File: src/rtl/serial_sub_ctrl_if.sv
// Request/result bundle between a requester and the bit-serial subtractor.
// The requester drives start and the operands; the subtractor returns
// its status and the registered result.
interface serial_sub_ctrl_if #(
  parameter int WIDTH = 8
);
  logic             start;
  logic [WIDTH-1:0] a;
  logic [WIDTH-1:0] b;
  logic             busy;
  logic             done;
  logic [WIDTH-1:0] diff;
  logic             borrow;

  modport master (
    output start,
    output a,
    output b,
    input  busy,
    input  done,
    input  diff,
    input  borrow
  );

  modport slave (
    input  start,
    input  a,
    input  b,
    output busy,
    output done,
    output diff,
    output borrow
  );
endinterface

File: src/rtl/serial_sub_ctrl.sv
// Bit-serial subtractor controller: computes a - b one bit per clock,
// LSB first, through a single 1-bit full-subtractor cell and a registered
// borrow. A three-state FSM sequences the cell; results are held in
// output registers until the next operation completes.
module serial_sub_ctrl #(
  parameter int WIDTH = 8
) (
  input  logic             clk,
  input  logic             rst,
  serial_sub_ctrl_if.slave bus
);

  localparam int                 CNT_W    = $clog2(WIDTH);
  localparam logic [CNT_W-1:0]   LAST_BIT = CNT_W'(WIDTH - 1);
  localparam logic [CNT_W-1:0]   CNT_ONE  = CNT_W'(1);

  typedef enum logic [1:0] {
    IDLE = 2'd0,
    RUN  = 2'd1,
    DONE = 2'd2
  } state_t;

  state_t state;
  state_t state_nxt;

  // Operand shifters feed the cell from bit 0; the result shifter collects
  // WIDTH-1 bits and the final bit is merged in when the result is loaded.
  logic [WIDTH-1:0] a_sh;
  logic [WIDTH-1:0] b_sh;
  logic [WIDTH-2:0] r_sh;
  logic [WIDTH-1:0] r_cat;
  logic             brw;
  logic [CNT_W-1:0] cnt;
  logic             last_bit;

  logic             cell_x;
  logic             cell_y;
  logic             cell_z;
  logic             cell_d;
  logic             cell_b;

  logic [WIDTH-1:0] diff_q;
  logic             borrow_q;
  logic             busy_c;
  logic             done_c;

  // Single full-subtractor cell: difference and borrow-out for one bit.
  always_comb begin
    cell_x = a_sh[0];
    cell_y = b_sh[0];
    cell_z = brw;
    cell_d = cell_x ^ cell_y ^ cell_z;
    cell_b = (~cell_x & cell_y) | (~cell_x & cell_z) | (cell_y & cell_z);
    r_cat  = {cell_d, r_sh};
    last_bit = (cnt == LAST_BIT);
  end

  // Next-state and status decode; DONE lasts exactly one cycle.
  always_comb begin
    state_nxt = state;
    busy_c    = 1'b0;
    done_c    = 1'b0;
    case (state)
      IDLE: begin
        if (bus.start) begin
          state_nxt = RUN;
        end
      end
      RUN: begin
        busy_c = 1'b1;
        if (last_bit) begin
          state_nxt = DONE;
        end
      end
      DONE: begin
        busy_c    = 1'b1;
        done_c    = 1'b1;
        state_nxt = IDLE;
      end
      default: begin
        state_nxt = IDLE;
      end
    endcase
  end

  // State register; reset aborts any operation in flight.
  always_ff @(posedge clk or posedge rst) begin
    if (rst) begin
      state <= IDLE;
    end else begin
      state <= state_nxt;
    end
  end

  // Operand capture, per-bit shifting and result loading on the final bit.
  always_ff @(posedge clk or posedge rst) begin
    if (rst) begin
      a_sh     <= '0;
      b_sh     <= '0;
      r_sh     <= '0;
      brw      <= 1'b0;
      cnt      <= '0;
      diff_q   <= '0;
      borrow_q <= 1'b0;
    end else begin
      case (state)
        IDLE: begin
          if (bus.start) begin
            a_sh <= bus.a;
            b_sh <= bus.b;
            brw  <= 1'b0;
            cnt  <= '0;
          end
        end
        RUN: begin
          brw  <= cell_b;
          r_sh <= r_cat[WIDTH-1:1];
          a_sh <= a_sh >> 1;
          b_sh <= b_sh >> 1;
          cnt  <= cnt + CNT_ONE;
          if (last_bit) begin
            diff_q   <= r_cat;
            borrow_q <= cell_b;
          end
        end
        default: begin
        end
      endcase
    end
  end

  assign bus.busy   = busy_c;
  assign bus.done   = done_c;
  assign bus.diff   = diff_q;
  assign bus.borrow = borrow_q;

endmodule

File: src/flat_wrapper.sv
// flat-port wrapper written by rule: the top's interface ports become plain ports
module serial_sub_ctrl_flat 
#(
  parameter int WIDTH = 8
)
  (clk, rst, bus_start, bus_a, bus_b, bus_busy, bus_done, bus_diff, bus_borrow);
  serial_sub_ctrl_if #(.WIDTH(WIDTH)) bus_i ();
  input  logic clk;
  input  logic rst;
  input wire logic [$bits(bus_i.start)-1:0] bus_start;
  input wire logic [$bits(bus_i.a)-1:0] bus_a;
  input wire logic [$bits(bus_i.b)-1:0] bus_b;
  output wire logic [$bits(bus_i.busy)-1:0] bus_busy;
  output wire logic [$bits(bus_i.done)-1:0] bus_done;
  output wire logic [$bits(bus_i.diff)-1:0] bus_diff;
  output wire logic [$bits(bus_i.borrow)-1:0] bus_borrow;
  assign bus_i.start = bus_start;
  assign bus_i.a = bus_a;
  assign bus_i.b = bus_b;
  assign bus_busy = bus_i.busy;
  assign bus_done = bus_i.done;
  assign bus_diff = bus_i.diff;
  assign bus_borrow = bus_i.borrow;
  serial_sub_ctrl #(.WIDTH(WIDTH)) u_core (.clk(clk), .rst(rst), .bus(bus_i));
endmodule
File: config.mk
export PLATFORM = sky130hd
export DESIGN_NAME = serial_sub_ctrl_flat
export DESIGN_NICKNAME = d
export VERILOG_FILES = /design/src/rtl/serial_sub_ctrl_if.sv /design/src/rtl/serial_sub_ctrl.sv /design/src/flat_wrapper.sv
export SDC_FILE = /design/constraint.sdc
export NUM_CORES = 1
export LEC_CHECK = 0
export ABC_AREA = 1
export CAP_MARGIN = 10
export CORE_UTILIZATION = 50
export CTS_BUF_LIST = sky130_fd_sc_hd__clkbuf_2
export DETAILED_ROUTE_END_ITERATION = 8
export GPL_ROUTABILITY_DRIVEN = 0
export MAX_ROUTING_LAYER = met4
export PLACE_DENSITY_LB_ADDON = 0.05
export SLEW_MARGIN = 20
export SYNTH_ARGS = -nofsm -noshare
export SYNTH_HDL_FRONTEND = slang
export SYNTH_SLANG_ARGS = --single-unit
File: constraint.sdc
create_clock -name clk -period 3.1 [get_ports clk]
set_input_delay 0.62 -clock clk [delete_from_list [all_inputs] [get_ports clk]]
set_output_delay 0.62 -clock clk [all_outputs]
set_load 0.005 [all_outputs]
==> summary.md, run 1 <==
| Metric | Value |
|---|---|
| Outcome | `finished, final reports clean` |
| Crit-path cells | `inv_1 > ha_1 > clkdlybuf4s50_1` |
| RSZ-0062 raised after global routing | `false` |
| Number of fillers in the final layout | `297` |
| Reg clk slew, reported paths | `0.20 ns` |
| Final count of pins violating max slew | `0` |
| Post-route ant nets | `0` |
| Worst Path Class, Setup | `reg2out` |
| Peak VDD IR | `0.375 mV` |
| Post-Synthesis Cells | `220` |
| Tcrit/Tclk final | `73.4%` |
| # clock sinks | `38` |
| Hold_buf cts | `0` |
| CTS tree | `built` |
| Adder-Cell Fraction of Synth Area | `4.60%` |
| Syn Nets | `245` |
| Synth top area share | `52.9%` |
| Overflow after GRT | `0` |
| Layout cells sized above 1 | `6.45%` |
| CTS-repair resized insts | `0` |
| Vias post-DR | `1484` |
| Ports | `30` |
| Hold Path Class | `reg2reg` |
| CP max-delay cell | `clkdlybuf4s50_1` |
| # setup viols final | `0` |
| Synth warn | `0` |
| Row cnt | `21` |
| Synthesized area | `1800 µm²` |
| Clock Tree Buf Depth | `2` |
| Seq/Total Area, Yosys | `52.9%` |
| Final Hold Fails | `0` |
| Comb pwr share | `36.6%` |
| Max Cap Violations | `0` |
| Post-synth top area cell | `dfrtp_1` |
| Fmax | `440 MHz` |
| Vias in the first global route | `1387` |
| Mux cell area share after synthesis | `0%` |
| Crit-path max FO | `3` |
| Cell area power density | `848 nW/µm²` |
| Worst setup margin | `0.826 ns` |
| # DRC | `0` |
| P&R area growth vs syn | `20.9%` |
| Area share of and/or/nand/nor cells after synthesis | `30.9%` |
| Net Sw Frac | `37.6%` |
| Worst slew pin tran | `0.461 ns` |
| Post-synthesis compound-gate area fraction | `3.90%` |
| CP peak stage delay | `0.49 ns` |
| TritonCTS Buffers | `5` |
| Top cells by area, synth | `dfrtp_1 53%, nand2_1 22%, nand3_1 6.7%` |
| Sequential share of power | `42.3%` |
| Detailed Route Iter0 Violations | `86` |
| Arrival @ worst endpoint | `1.65 ns` |
| Die Ht | `61.9 µm` |
| GRT Total Usage | `21.1%` |
| Number of H-tree levels | `2` |
| Crit path buffers/inverters | `2` |
| Core ar. | `3390 µm²` |
| Post-place setup slack | `1.04 ns` |
| DRT Pass-1 Iters | `4` |
| Post-layout min period | `2.27 ns` |
| Fin nets | `272` |
| DIE AREA | `3840 µm²` |
| Via density | `5.05` |
| Clk_lat worst skew | `0.40 ns` |
| DR WL/cell | `11.0 µm` |
| CP endpoint kind | `output port` |
| Root Driver | `clkbuf_2` |
| Global-route wire length before repair | `5620 µm` |
| Pint | `1.15 mW` |
| Xor/xnor share of the synthesized area | `0%` |
| Post-CTS setup buffers | `0` |
| ANT cells | `0` |
| Largest net degree at the start of global routing | `39` |
| Starting Density | `53.0%` |
| Die Wd | `61.9 µm` |
| Cell variety after synth | `14` |
| Switching pwr | `0.692 mW` |
| Crit path max-delay family | `buffers and inverters` |
| Critical path required time | `2.48 ns` |
| Setup tns final | `0 ns` |
| Largest family of logic cells by synthesized area | `simple AND/OR/NAND/NOR gates` |
| Worst relative slew slack | `69.2%` |
| Clock share of power | `21.1%` |
| Initial antenna violation count | `0` |
| WL final | `3230 µm` |
| Dpl hpwl | `2150 µm` |
| Skew final | `0.0191 ns` |
| Port-buffer cells | `29` |
| Mean Syn Cell Area | `8.17 µm²` |
| Leakage | `1.15 nW` |
| CP Launch Type | `flip-flop` |
| Flops & latches, synth | `38` |
## area by class of cell
cell class,count,area (µm²),area share [%]
clock inverter,3,68.8,3.17
multi-input combinational,156,708,32.6
inverter,15,56.3,2.59
sequential,38,951,43.8
clock buffer,5,25.0,1.15
tap,46,57.6,2.65
timing repair buffer,31,305,14.1
## through the flow
stage	area [µm²]	util (%)	hold WS (ns)	instances	power, mW
6_report	2170	64.1	0.511	294	1.84
5_1_grt	2170	64.1	0.555	294	2.02
4_1_cts	2170	64.1	0.513	294	1.86
3_5_place_dp	2080	61.3	0.468	286	1.47
3_3_place_gp	2080	61.3	0.463	286	1.44
2_1_floorplan	1800	-	0.450	220	1.33
## metal layers
| layer | routed length, µm | vias to the layer above | track usage (%) |
|---|---|---|---|
| li1 | - | 738 | - |
| met3 | 128 | 8 | 6.21 |
| met2 | 1490 | 35 | 35.0 |
| met5 | 0 | - | - |
| met1 | 1550 | 703 | 23.6 |
| met4 | 67 | 0 | 9.21 |
## worst reg2reg max path, delay by kind of cell (launching register included)
kind,cells,cell delay [ns]
flip-flops,1,0.44
buffers and inverters,2,0.39
adder cells (fa/ha/maj),1,0.15
AND/OR/NAND/NOR,4,0.82
## final timing paths
path,from,endpoint,slack [ns],cells after the start
worst max-delay path,u_core.state[0],bus_busy,0.83,3
worst min-delay path,u_core.bus.borrow,u_core.bus.borrow,0.51,2
worst max register to register,u_core.state[1],u_core.a_sh[6],1.23,7
worst min register to register,u_core.bus.borrow,u_core.bus.borrow,0.51,2
max in group asynchronous,rst,u_core.cnt[0],2.17,3
min in group asynchronous,rst,u_core.a_sh[1],0.59,3
## placed cells by master, fill, tap and decap left out, drive strengths merged
cell type	n
nand2	109
dfrtp	38
clkdlybuf4s50	29
nand3	24
inv	15
o21ai	14
ha	5
clkbuf	5
nand4	2
bufinv	2
buf	2
nor2	1
fa	1
clkinv	1
## flip-flops by register name, summed over array words and instances (netlist names)
name,flops
u_core.b_sh,8
u_core.bus.borrow,1
u_core.a_sh,8
u_core.brw,1
u_core.state,2
u_core.cnt,3
u_core.r_sh,7
u_core.bus.diff,8
## cells in the mapped netlist
master / n
o21ai_0: 14
nand2_2: 4
fa_1: 1
buf_6: 3
nand4_1: 2
inv_1: 13
inv_2: 2
nor2_1: 1
buf_2: 5
buf_4: 3
nand2_1: 105
dfrtp_1: 38
ha_1: 5
nand3_1: 24
## cells by family (layout without fill, tap and decap cells)
family | count (synthesis) | in the layout
and+or+nand+nor | 136 | 136
buffers and inverters | 26 | 54
DFF | 38 | 38
adders and majority gates | 6 | 6
AOI/OAI and AO/OA | 14 | 14
## power by group through the flow
stage               Combinational [mW]  Sequential [mW]  Clock (mW)
finish                           0.674            0.780       0.388
global route                     0.788            0.809       0.419
CTS                              0.685            0.780       0.398
detailed placement               0.677            0.792           0
global placement                 0.660            0.782           0
floorplan                        0.558            0.768           0
Power figures use the tool's default switching activity.
==> inputs of run 2 (changes only) <==
CORE_UTILIZATION = 49   (was 50)
clock period = 1.93 ns   (was 3.1 ns; I/O delays follow)
==> summary.md, run 2 (synthesis gave the netlist of run 1 again) <==
| Metric | Value |
|---|---|
| Global-route wire length before repair | `6040 µm (+7.5%)` |
| Leakage | `1.16 nW (+1.2%)` |
| # clock sinks | `38 (unchanged)` |
| Most frequent cells in the layout | `105 x nand2_1, 38 x dfrtp_1, 27 x clkdlybuf4s50_1` |
| # DRC | `0 (unchanged)` |
| Max Cap Violations | `0 (unchanged)` |
| Hold_buf cts | `0 (unchanged)` |
| Port-buffer cells | `29 (unchanged)` |
| WL final | `3490 µm (+8.0%)` |
| Most common cell after layout, fill and taps aside | `nand2_1` |
| Die Ht | `62.6 µm (+0.98%)` |
| CTS tree | `built` |
| Critical path required time | `1.54 ns (-0.94 ns)` |
| Skew final | `0.00638 ns (-0.0127 ns)` |
| Number of fillers in the final layout | `306 (+3.0%)` |
| Vias in the first global route | `1431 (+3.2%)` |
| Peak VDD IR | `0.810 mV (+120%)` |
| CP Launch Type | `flip-flop` |
| Largest net degree at the start of global routing | `39 (unchanged)` |
| Layout cells sized above 1 | `8.27% (+1.8 points)` |
| Worst relative slew slack | `68.3% (-0.96 points)` |
| Clk_lat worst skew | `0.38 ns (-0.02 ns)` |
| Worst Path Class, Setup | `reg2out` |
| Via density | `4.99 (-1.1%)` |
| Crit-path max FO | `2 (-1)` |
| Worst Reg-to-Reg Cells | `7 (unchanged)` |
| ANT cells | `0 (unchanged)` |
| Number of H-tree levels | `2 (unchanged)` |
| CP peak stage delay | `0.40 ns (-0.09 ns)` |
| Fin nets | `278 (+2.2%)` |
| Reg clk slew, reported paths | `0.18 ns (-0.02 ns)` |
| Clock Tree Buf Depth | `2 (unchanged)` |
| Crit-path cells | `inv_1 > ha_1 > dlygate4sd2_1` |
| Overflow after GRT | `0 (unchanged)` |
| DIE AREA | `3910 µm² (+2.0%)` |
| Cell area power density | `1270 nW/µm² (+50%)` |
| DR WL/cell | `11.6 µm (+5.8%)` |
| FF-to-FF Start | `u_core.state[0]` |
| Core ar. | `3420 µm² (+0.78%)` |
| Final instance area | `2160 µm² (-0.58%)` |
| CP max-delay cell | `dfrtp_1` |
| Vias post-DR | `1497 (+0.88%)` |
| Fmax | `566 MHz` |
| CP endpoint kind | `output port` |
| Post-DP Area | `2110 µm² (+1.4%)` |
| Final Hold Fails | `0 (unchanged)` |
| Ports | `30 (unchanged)` |
| Hold Path Class | `in2async` |
| Die Wd | `62.6 µm (+0.98%)` |
| TritonCTS Buffers | `5 (unchanged)` |
| Final count of pins violating max slew | `0 (unchanged)` |
| R2r endpoint | `u_core.state[1]` |
| Final core area utilization | `63.2% (-0.86 points)` |
| Setup tns final | `0 ns (unchanged)` |
| Post-layout min period | `1.77 ns` |
| Starting Density | `52.6% (-0.41 points)` |
| RSZ-0062 raised after global routing | `false` |
| Tcrit/Tclk final | `91.6%` |
| Worst slew pin tran | `0.476 ns (+0.0145 ns)` |
| Post-route ant nets | `0 (unchanged)` |
| Row cnt | `21 (unchanged)` |
| Arrival @ worst endpoint | `1.38 ns (-0.27 ns)` |
| # setup viols final | `0 (unchanged)` |
| P&R area growth vs syn | `20.2%` |
| DRT Pass-1 Iters | `4 (unchanged)` |
| WHS | `0.385 ns (-0.126 ns)` |
| Root Driver | `clkbuf_2` |
| Detailed Route Iter0 Violations | `57 (-34%)` |
| Dpl hpwl | `2460 µm (+14%)` |
| Reg-to-reg slack, setup | `0.33 ns (-0.90 ns)` |
| GRT Total Usage | `20.3% (-0.81 points)` |
| Initial antenna violation count | `0 (unchanged)` |
| Outcome | `finished, final reports clean` |
## run 2: layout make-up
class                   count  area [µm²]  share of cell area, %
clock buffers               6        30.0                   1.39
clock inverters             2        8.76                  0.406
inverters                  15        56.3                   2.61
multi-input cells         156         708                   32.8
flip-flops and latches     38         951                   44.0
well taps                  46        57.6                   2.67
repair buffers             37         348                   16.1
## run 2: worst max-delay path by stage
stage	endpoint	cells past startpoint	start	slack (ns)
floorplan	u_core.a_sh[0]	1	rst	0.68
global route	bus_busy	3	u_core.state[0]	0.07
detailed placement	bus_busy	3	u_core.state[0]	0.34
finish	bus_busy	3	u_core.state[0]	0.16
global placement	bus_busy	3	u_core.state[0]	0.39
CTS	bus_busy	3	u_core.state[0]	0.16
## run 2: what timing repair did
item	4_1_cts	5_1_grt
setup buffers	2	0
resized for setup	2	0
endpoints found under the setup margin	2	0
## run 2: metal layers
metal  GRT usage (%)  part of all wire, %  up-vias
li1                -                    -      746
met1            22.5                   43      715
met2            35.6                   52       31
met3            4.38                  3.8        5
met4            7.85                  1.1        0
met5               -                    0        -
## run 2: per-stage QoR
step	total power, mW	setup slack (ns)	cells
after floorplan	2.13	0.683	220
after global placement	2.35	0.389	290
after detailed placement	2.42	0.343	290
after CTS	2.77	0.156	300
after global routing	3.00	0.0700	300
final	2.74	0.163	300
## run 2: power breakdown
part	internal, mW	switching [mW]
combinational	0.452	0.692
clock	0.0892	0.248
sequential	1.09	0.169
total	1.63	1.11
## run 2: worst max-delay path, delay by kind of cell (launching register included)
kind | cells | cell delay [ns]
buffers and inverters | 2 | 0.32
adders and majority gates | 1 | 0.28
DFF | 1 | 0.40
